--- src/rtl/pio_bus_cycle_ctrl.sv ---
// Bus-cycle controller for the FF8000-FFBFFF peripheral window: conditions the 68000 strobes,
// latches address/direction for the PIO decoder, times wait states and raises DTACK or BERR.
module pio_bus_cycle_ctrl #(
  parameter int unsigned WS0     = 1,
  parameter int unsigned WS1     = 3,
  parameter int unsigned WS2     = 2,
  parameter int unsigned WS3     = 1,
  parameter int unsigned TIMEOUT = 255
) (
  input  logic        clk,
  input  logic        reset,
  input  logic        as_n,
  input  logic        uds_n,
  input  logic        lds_n,
  input  logic        cpu_rw_n,
  input  logic [23:1] cpu_addr,
  input  logic        usb_ready,
  output logic        cs,
  output logic        rw_n,
  output logic [2:0]  adm,
  output logic [1:0]  adl,
  output logic        dtack_n,
  output logic        berr_n
);

  typedef enum logic [2:0] {
    StIdle,
    StSetup,
    StActive,
    StAck,
    StBerr
  } state_e;

  localparam logic [7:0] Ws0Cnt      = 8'(WS0);
  localparam logic [7:0] Ws1Cnt      = 8'(WS1);
  localparam logic [7:0] Ws2Cnt      = 8'(WS2);
  localparam logic [7:0] Ws3Cnt      = 8'(WS3);
  localparam logic [7:0] TimeoutLast = 8'(TIMEOUT - 1);

  state_e     state_q, state_d;
  logic [7:0] wait_q, wait_d;
  logic [7:0] tmo_q, tmo_d;
  logic       as_meta_q, as_s_q;
  logic       uds_meta_q, uds_s_q;
  logic       lds_meta_q, lds_s_q;
  logic       cs_q, cs_d;
  logic       rw_q, rw_d;
  logic [2:0] adm_q, adm_d;
  logic [1:0] adl_q, adl_d;
  logic       dtack_q, dtack_d;
  logic       berr_q, berr_d;

  logic       as_s;
  logic       ds_s;
  logic       win_hit;
  logic       tmo_hit;
  logic       usb_region;
  logic [7:0] ws_sel;
  logic       unused_addr;

  assign as_s = as_s_q;
  assign ds_s = uds_s_q & lds_s_q;  // low when either data strobe is low

  // The address is stable while as_n is low, so decoding it unsynchronised is safe.
  assign win_hit     = (cpu_addr[23:15] == 9'h1FF) && !cpu_addr[14];
  assign unused_addr = ^{cpu_addr[11:8], cpu_addr[5:1]};

  assign tmo_hit    = (tmo_q == TimeoutLast);
  assign usb_region = (adm_q[1:0] == 2'd2);

  always_comb begin
    ws_sel = Ws0Cnt;
    unique case (adm_q[1:0])
      2'd0:    ws_sel = Ws0Cnt;
      2'd1:    ws_sel = Ws1Cnt;
      2'd2:    ws_sel = Ws2Cnt;
      2'd3:    ws_sel = Ws3Cnt;
      default: ws_sel = Ws0Cnt;
    endcase
  end

  always_comb begin
    state_d = state_q;
    wait_d  = wait_q;
    tmo_d   = tmo_q;
    rw_d    = rw_q;
    adm_d   = adm_q;
    adl_d   = adl_q;

    unique case (state_q)
      StIdle: begin
        tmo_d = 8'd0;
        if (!as_s && win_hit) begin
          state_d = StSetup;
          rw_d    = cpu_rw_n;
          adm_d   = cpu_addr[14:12];
          adl_d   = cpu_addr[7:6];
        end
      end
      StSetup: begin
        tmo_d = tmo_q + 8'd1;
        if (as_s) begin
          state_d = StIdle;
        end else if (tmo_hit) begin
          state_d = StBerr;
        end else if (rw_q || !ds_s) begin
          state_d = StActive;
          wait_d  = ws_sel;
        end
      end
      StActive: begin
        tmo_d  = tmo_q + 8'd1;
        wait_d = (wait_q != 8'd0) ? wait_q - 8'd1 : 8'd0;
        // Abort beats timeout, and timeout beats acknowledge.
        if (as_s) begin
          state_d = StIdle;
        end else if (tmo_hit) begin
          state_d = StBerr;
        end else if ((wait_q == 8'd0) && (!usb_region || usb_ready)) begin
          state_d = StAck;
        end
      end
      StAck: begin
        if (as_s) state_d = StIdle;
      end
      StBerr: begin
        if (as_s) state_d = StIdle;
      end
      default: state_d = StIdle;
    endcase

    // Outputs are registered from the next state so they change on the transition edge.
    cs_d    = (state_d == StActive) || (state_d == StAck);
    dtack_d = (state_d != StAck);
    berr_d  = (state_d != StBerr);
  end

  always_ff @(posedge clk) begin
    if (reset) begin
      as_meta_q  <= 1'b1;
      as_s_q     <= 1'b1;
      uds_meta_q <= 1'b1;
      uds_s_q    <= 1'b1;
      lds_meta_q <= 1'b1;
      lds_s_q    <= 1'b1;
    end else begin
      as_meta_q  <= as_n;
      as_s_q     <= as_meta_q;
      uds_meta_q <= uds_n;
      uds_s_q    <= uds_meta_q;
      lds_meta_q <= lds_n;
      lds_s_q    <= lds_meta_q;
    end
  end

  always_ff @(posedge clk) begin
    if (reset) begin
      state_q <= StIdle;
      wait_q  <= 8'd0;
      tmo_q   <= 8'd0;
      cs_q    <= 1'b0;
      rw_q    <= 1'b1;
      adm_q   <= 3'd0;
      adl_q   <= 2'd0;
      dtack_q <= 1'b1;
      berr_q  <= 1'b1;
    end else begin
      state_q <= state_d;
      wait_q  <= wait_d;
      tmo_q   <= tmo_d;
      cs_q    <= cs_d;
      rw_q    <= rw_d;
      adm_q   <= adm_d;
      adl_q   <= adl_d;
      dtack_q <= dtack_d;
      berr_q  <= berr_d;
    end
  end

  assign cs      = cs_q;
  assign rw_n    = rw_q;
  assign adm     = adm_q;
  assign adl     = adl_q;
  assign dtack_n = dtack_q;
  assign berr_n  = berr_q;

  a_ack_berr_exclusive : assert property (@(posedge clk) disable iff (reset)
    !(!dtack_q && !berr_q));

  a_idle_cs_low : assert property (@(posedge clk) disable iff (reset)
    (state_q == StIdle) |-> !cs_q);

endmodule

--- config.mk ---
export PLATFORM = sky130hd
export DESIGN_NAME = pio_bus_cycle_ctrl
export DESIGN_NICKNAME = d
export VERILOG_FILES = /design/src/rtl/pio_bus_cycle_ctrl.sv
export SDC_FILE = /design/constraint.sdc
export NUM_CORES = 1
export LEC_CHECK = 0
export ABC_AREA = 0
export CORE_MARGIN = 2
export CORE_UTILIZATION = 48
export CTS_CLUSTER_SIZE = 14
export DETAILED_ROUTE_END_ITERATION = 6
export GPL_TIMING_DRIVEN = 1
export PLACE_DENSITY_LB_ADDON = 0.08
export SETUP_SLACK_MARGIN = 0.4
export SLEW_MARGIN = 20
export SYNTH_ARGS = -nofsm -noshare
export SYNTH_HDL_FRONTEND = slang
export SYNTH_SLANG_ARGS = --single-unit
--- constraint.sdc ---
create_clock -name clk -period 1.9 [get_ports clk]
set_input_delay 0.38 -clock clk [delete_from_list [all_inputs] [get_ports clk]]
set_output_delay 0.38 -clock clk [all_outputs]
set_load 0.03 [all_outputs]
# Yosys cells after proc, flatten, opt, wreduce, memory -nomap -nowiden
# Cells that the tools add are included.
[totals]
register_bits = 34
latch_bits = 0
ramBits = 0
rom_bits = 0
input_bits = 30
output_inout_bits = 9
wordCells = 71
n_memories = 0
[classes]
addsub = 2
n_mul = 0
div_mod_pow = 0
magnitude_cmp = 0
n_eq_ne = 16
shifts = 0
mux = 16
bitwise = 1
n_reduce_logical = 21
[op_table]
columns = ["op", "count"]
rows = [
  ["8-bit 2-to-1 mux", 4],
  ["8-bit one-hot mux with 2 select lines", 2],
  ["3-bit 2-to-1 mux", 8],
  ["8-bit one-hot mux with 3 select lines", 1],
  ["3-bit by 2-bit equality test with 1-bit output, second input constant", 4],
  ["3-bit one-hot mux with 4 select lines", 1],
  ["9-bit equality test, second input constant", 1],
  ["8-bit by 1-bit adder with 8-bit output, second input constant", 1],
  ["8-bit equality test, second input constant", 1],
  ["8-bit zero test", 1],
  ["8-bit nonzero test", 1],
  ["8-bit by 1-bit subtractor with 8-bit output, second input constant", 1],
  ["2-bit inequality test, second input constant", 3],
  ["2-bit OR reduction", 3],
  ["2-bit equality test, second input constant", 2],
  ["1-bit zero test", 4],
  ["4-bit AND reduction", 1],
  ["2-bit nonzero test", 2],
  ["3-bit by 1-bit equality test with 1-bit output, second input constant", 1],
  ["3-bit equality test, second input constant", 1],
  ["1-bit logical AND", 3],
  ["3-bit zero test", 1],
  ["1-bit logical OR", 3],
  ["3-bit by 2-bit inequality test with 1-bit output, second input constant", 1],
  ["other kinds (5)", 5],
]

# Longest topological paths before layout
# Gate-level depths: netlist of the first run.
[depth]
word_depth = 10
mapped_depth = 7
depth_no_buf = 7

# Least setup slack after synthesis of the first run
# No wires, ideal clock.
[synth_timing]
path_type = "flip-flop to flip-flop"
start = "register wait_q[0]"
end = "register wait_q[5]"
setup_time_ns = 0.134
arrival_time_ns = 1.539
t_required_ns = 1.766
slack_ns = 0.227
path_stages_with_launch = 8
path_buffers = 0
synth_period_minus_slack_ns = 1.673
path_cell_list = "dfxtp_1 > inv_1 > ha_1 > or3b_2 > o21a_1 > and2_1 > a21oi_1 > a211oi_1"
[synth_via]
elab_chain_cells = 3
word_cells_on_any_way = 4
cone_classes = "add/sub: 1; mux: 2; reduce/logical: 1"
[synth_lines]
columns = ["item", "line_no", "rtl"]
rows = [
  ["start: declaration", "41", "logic [7:0] wait_q, wait_d;"],
  ["start signal: assignment", "169", "wait_q <= wait_d;"],
  ["8-bit by 1-bit subtractor with 8-bit output or 8-bit nonzero test (tied branches)", "113", "wait_d = (wait_q != 8'd0) ? wait_q - 8'd1 : 8'd0;"],
  ["8-bit 2-to-1 mux *", "113", ""],
  ["8-bit one-hot mux with 2 select lines *", "90", "unique case (state_q)"],
]
# Mark *: on every way between the ends. The rest lies on a longest branch, timed or not.
# A chain may end at the register's enable or synchronous reset.

# Final worst setup path of the first run
[layout_timing]
start = "register wait_q[4]"
end = "register state_q[0]"
[layout_via]
elab_chain_cells = 6
[layout_lines]
columns = ["item", "line_no", "rtl"]
rows = [
  ["8-bit zero test", "119", "end else if ((wait_q == 8'd0) && (!usb_region || usb_ready)) begin"],
  ["1-bit logical AND", "119", ""],
  ["3-bit 2-to-1 mux", "119", ""],
  ["3-bit 2-to-1 mux", "117", "end else if (tmo_hit) begin"],
  ["3-bit 2-to-1 mux", "115", "if (as_s) begin"],
  ["3-bit one-hot mux with 4 select lines", "90", ""],
  ["end signal: assignment", "158", "state_q <= StIdle;"],
  ["end signal: assignment", "168", "state_q <= state_d;"],
  ["end: declaration", "40", "state_e state_q, state_d;"],
]
# Every way passes these cells.

==> results of run 1 <==
==> per-layer routing <==
layer | GRT usage | vias up
met5 | 0 | -
met4 | 0.0881 | 0
met3 | 0.0567 | 8
met2 | 0.403 | 20
met1 | 0.264 | 672
li1 | - | 706
==> logic make-up (layout without fill, tap and decap cells) <==
group,count (synthesis),after routing,synth area share
AOI/OAI and AO/OA,34,35,0.161
DFF,34,34,0.431
buffers and inverters,9,62,0.0285
xor gates and xnor gates,6,6,0.0333
muxes,4,4,0.0254
adders and majority gates,6,6,0.0475
and+or+nand+nor,75,75,0.273
==> final cells by class <==
| cell class | instances | area, um^2 | share of cell area |
|---|---|---|---|
| clock buffer | 7 | 45.0 | 0.0196 |
| multi-input combinational | 126 | 1030 | 0.447 |
| tap | 44 | 55.1 | 0.0239 |
| sequential | 34 | 703 | 0.306 |
| timing repair buffer | 51 | 454 | 0.197 |
| inverter | 4 | 15.0 | 0.00653 |
==> registers in the layout (all words and copies together), names as in the netlist, 2 cells and up <==
name / count
adm: 3
state_q: 3
adl: 2
wait_q: 8
tmo_q: 8
==> cells in the mapped netlist, types with 4 or more instances <==
cell type  instances  area share
a211oi_1           5       0.024
a21oi_1           11       0.035
dfxtp_1           34        0.43
ha_1               6       0.048
inv_1              4      0.0095
mux2i_1            4       0.025
nand2_1            4      0.0095
nand3_1            4       0.013
nor2_1            30       0.071
or2_2              7       0.028
xor2_1             6       0.033
==> timing repair <==
item	4_1_cts	5_1_grt
pin swaps	11	8
buffers inserted	13	4
gates cloned	1	0
resized for setup	32	25
setup endpoints to repair	25	24
==> through the flow <==
stage	hold slack [ps]	util	instances	total power, mW
2_1_floorplan	389	-	168	0.754
3_3_place_gp	393	0.627	241	0.799
3_5_place_dp	399	0.627	241	0.801
4_1_cts	422	0.699	262	1.16
5_1_grt	438	0.741	266	1.20
6_report	419	0.741	266	1.15
==> power breakdown <==
group	internal (mW)	total (mW)	switching (mW)
Clock	0.139	0.368	0.229
Sequential	0.715	0.719	0.00387
Combinational	0.0451	0.0655	0.0204
Total	0.900	1.15	0.253
==> final timing paths <==
path / end
worst max-delay path: state_q[0]
worst min-delay path: as_s
worst max register to register: state_q[0]
worst min register to register: as_s
==> results.cfg, run 1 <==
[status]
outcome = completed

[clocking]
clk_latency_ps = 340
clkTransAtPathRegs_ps = 100
clock_path_buffers = 2
hold_buffers = 0
cts_root_buffer = clkbuf_4
cts_tree = done
h-tree-depth = 2
cts_buffers = 5
numClockSinks = 34

[sta]
period_share = 0.893
max_slew_margin = 0.634
worstMarginPinSlew_ps = 544
setup_viol = 0
fin_crit_ps = 1700
rsz0062_at_grt = yes
slew_viol_final = 0
fmax_mhz = 589
setup_ws_ps = 203
final.setup.tns_ps = 0
hold_violations = 0
finClkSkew_ps = 11.0

[worst_setup_path]
cp-startpoint = wait_q[4]
path_cells = or4_4 > nor2_2 > nand3_1 > a21o_1 > a221oi_2
cp_top_family = simple AND/OR/NAND/NOR gates
r2r_slack_ps = 200
crit_type = flip-flop to flip-flop
rr_startpoint = wait_q[4]
critPathCaptureType = flip-flop
critPathSlowestCell = or4_4
start_kind = flip-flop
crit_cells = 5
worst_path_largest_cell_delay_ps = 580
cp_num_buf_inv = 0
r2r_cells = 5
critPathMaxFanout = 4
arrival_ps = 1930
worstPathRequired_ps = 2130

[routing]
route.met3.wl_um = 106
wl_per_cell_um = 14.7
first_iter_violations = 81
first_pass_iters = 4
wl_um = 3920
antenna_left = 0
vias = 1406
drt-met1-wl_um = 1600
route.met2.wl_um = 2150
top_layer = met4
route.detailed.drc = 0
viasPerCell = 5.29

[die]
start_util = 0.509
core_um2 = 3100
ios = 39
die_area_um2 = 3760
die_x_um = 61.4
num_rows = 20
die_height_um = 61.4

[global_routing]
grt_first_pass_wirelength_um = 6230
antenna_found_initial = 0
grtUsageTotal = 0.228
grt_pass1_vias = 1394
grt_max_degree = 14
grt_overflow = 0

[final_layout]
n_fill_cell = 233
areaGrowthSynthToFinish_pct = 45.6
drive_above_1_share = 0.383
layout_commonest_cell = nor2_1
final_cell_mix = nor2_1, dfxtp_1, clkdlybuf4s50_1
diodes = 0
finalNetCount = 258
stdcell_area_um2 = 2300

[synthesis]
yosysWarningCount = 0
async_reset_ff_frac = 0
ys_ff_latch = 34
synth_edf_count = 0
synth_flop_cell = dfxtp_1
synth_cell_types = 46
netlist_instances = 168
syn_avg_cell_area_um2 = 9.40
synth_seq_area_share = 0.431
synth_area_um2 = 1580
syn_nets = 204

[power_and_ir_drop]
power_density_nw_per_um2 = 501
p_leak_nw = 0.832
peakVddDrop_mv = 0.313

[min_path]
min-delay-start = as_meta_q
hp-class = flip-flop to flip-flop
hold_depth = 1

[placement]
globalplace.congestion = 0.712
hpwl_um = 2430
placed_area_um2 = 1950
io_buffer_count = 29
place_ws_ps = 13.1

[flow_run]
cap_violations = 0
Note: power is estimated with default switching activity, not from simulation.
==> run 2, diff against run 1 <==
--- a/config.mk
+++ b/config.mk
@@ -7,7 +7,7 @@
 export LEC_CHECK = 0
 export ABC_AREA = 0
 export CORE_MARGIN = 2
-export CORE_UTILIZATION = 48
+export CORE_UTILIZATION = 50
 export CTS_CLUSTER_SIZE = 14
 export DETAILED_ROUTE_END_ITERATION = 6
 export GPL_TIMING_DRIVEN = 1
==> constraint.sdc (replaced) <==
create_clock -name clk -period 2.11 [get_ports clk]
set_input_delay 0.422 -clock clk [delete_from_list [all_inputs] [get_ports clk]]
set_output_delay 0.422 -clock clk [all_outputs]
set_load 0.03 [all_outputs]
==> run 2 against run 1 <==
- flip-flop and latch count stayed put
- clock-buffer cell count stayed put
- setup slack better by 230 ps
- global-route usage shrank 3.8 points
- critical path depth is 2 higher
- power decreased by 6.1%
- design area fell by 8.6%
- via count shrank 0.28%
- hold slack better by 2.7 ps
- core utilization is 4.7 points lower
- sequential power shrank 10%
- final cell count down 4.1%
- critical path type unchanged
- critical endpoint is now wait_q[7]
- highest routed layer unchanged
==> results.cfg, run 2 (same netlist as run 1, synthesis figures left out) <==
[min_path]
hp-class = flip-flop to flip-flop
min-delay-start = uds_meta_q
hold_depth = 1

[routing]
antenna_left = 0
vias = 1402
wl_um = 3510
first_pass_iters = 4
first_iter_violations = 25
viasPerCell = 5.50
wl_per_cell_um = 13.8
route.detailed.drc = 0

[clocking]
cts_buffers = 5
clk_latency_ps = 330
h-tree-depth = 2
cts_root_buffer = clkbuf_4
cts_tree = done
hold_buffers = 0
clock_path_buffers = 2
numClockSinks = 34
clkTransAtPathRegs_ps = 100

[die]
die_height_um = 60.2
ios = 39
die_x_um = 60.2
start_util = 0.521
num_rows = 20
core_um2 = 3030
die_area_um2 = 3620

[placement]
placed_area_um2 = 1920
hpwl_um = 2250
globalplace.congestion = 0.781
io_buffer_count = 29

[global_routing]
grt_max_degree = 17
antenna_found_initial = 0
grt_overflow = 0
grtUsageTotal = 0.189
grt_pass1_vias = 1199
grt_first_pass_wirelength_um = 5110

[sta]
final.setup.tns_ps = 0
fmax_mhz = 598
hold_violations = 0
max_slew_margin = 0.689
worstMarginPinSlew_ps = 463
period_share = 0.793
finClkSkew_ps = 5.98
rsz0062_at_grt = yes
fin_crit_ps = 1670
setup_viol = 0
slew_viol_final = 0

[worst_setup_path]
start_kind = flip-flop
critPathMaxFanout = 4
rr_startpoint = wait_q[1]
critPathCaptureType = flip-flop
arrival_ps = 1890
crit_type = flip-flop to flip-flop
r2r_cells = 7
worstPathRequired_ps = 2330
cp-startpoint = wait_q[1]

[final_layout]
top_regs = tmo_q: 8 flops, wait_q: 8 flops
layout_commonest_cell = nor2_1
multi_input_area_um2 = 932
stdcell_area_um2 = 2100
diodes = 0
drive_above_1_share = 0.256
finalNetCount = 246
areaGrowthSynthToFinish_pct = 33.1
regArea_um2 = 693
n_fill_cell = 250
final_cell_mix = nor2_1, dfxtp_1, clkdlybuf4s50_1

[power_and_ir_drop]
p_leak_nw = 0.764
peakVddDrop_mv = 0.305
power_density_nw_per_um2 = 515

[flow_run]
cap_violations = 0

[status]
outcome = completed
run 2: cell types whose count changed in the layout (fill, tap and decap cells not counted), sizes merged:
cell           change
clkdlybuf4s15      -2
a41oi              +1
clkbuf             -1
buf               -13
clkinv             +1
dlygate4sd2        +3
run 2: critical path, stage by stage (launching register included):
cell	delay [ps]
dfxtp_2	340
inv_2	70
ha_1	150
or3b_4	420
o21a_1	230
and2_4	160
a21oi_2	130
a211oi_1	60
run 2: cell type report:
class	instances	share of cell area
Inverter	4	0.00714
Clock buffer	7	0.0262
Multi-Input combinational cell	127	0.443
Timing Repair Buffer	38	0.165
Sequential cell	34	0.330
Tap cell	44	0.0262
Clock inverter	1	0.00238
run 2: per-stage QoR:
stage	util	cells	power [mW]	hold slack (ps)	setup WS (ps)
CTS	0.657	248	1.09	428	350
floorplan	-	168	0.679	389	437
finish	0.694	255	1.08	422	437
global route	0.694	255	1.13	436	370
global placement	0.633	239	0.719	393	196
detailed placement	0.633	239	0.720	394	176
run 2: repair_timing:
| item | CTS | global route |
|---|---|---|
| cloned | 0 | 2 |
| setup buffers | 1 | 5 |
| gates resized for setup | 13 | 19 |
| setup endpoints to repair | 23 | 15 |
| endpoints found under the hold margin | 0 | 0 |
| pin swaps | 0 | 8 |
run 2: final timing paths:
kind          endpoint  slack (ps)
min            uds_s_q         420
max          wait_q[7]         440
min reg2reg    uds_s_q         420
max reg2reg  wait_q[7]         440
run 2: power by group:
group,internal [mW],total [mW],switching (mW)
registers,0.645,0.647,0.00228
logic,0.0407,0.0584,0.0177
clock network,0.161,0.376,0.215
total,0.847,1.08,0.235
run 2: per-layer routing:
metal	global-route usage	part of all wire	vias to the layer above
met4	0.0921	0.028	0
met3	0.0606	0.039	12
met2	0.300	0.50	32
met5	0	0	-
li1	-	-	689
met1	0.230	0.43	669
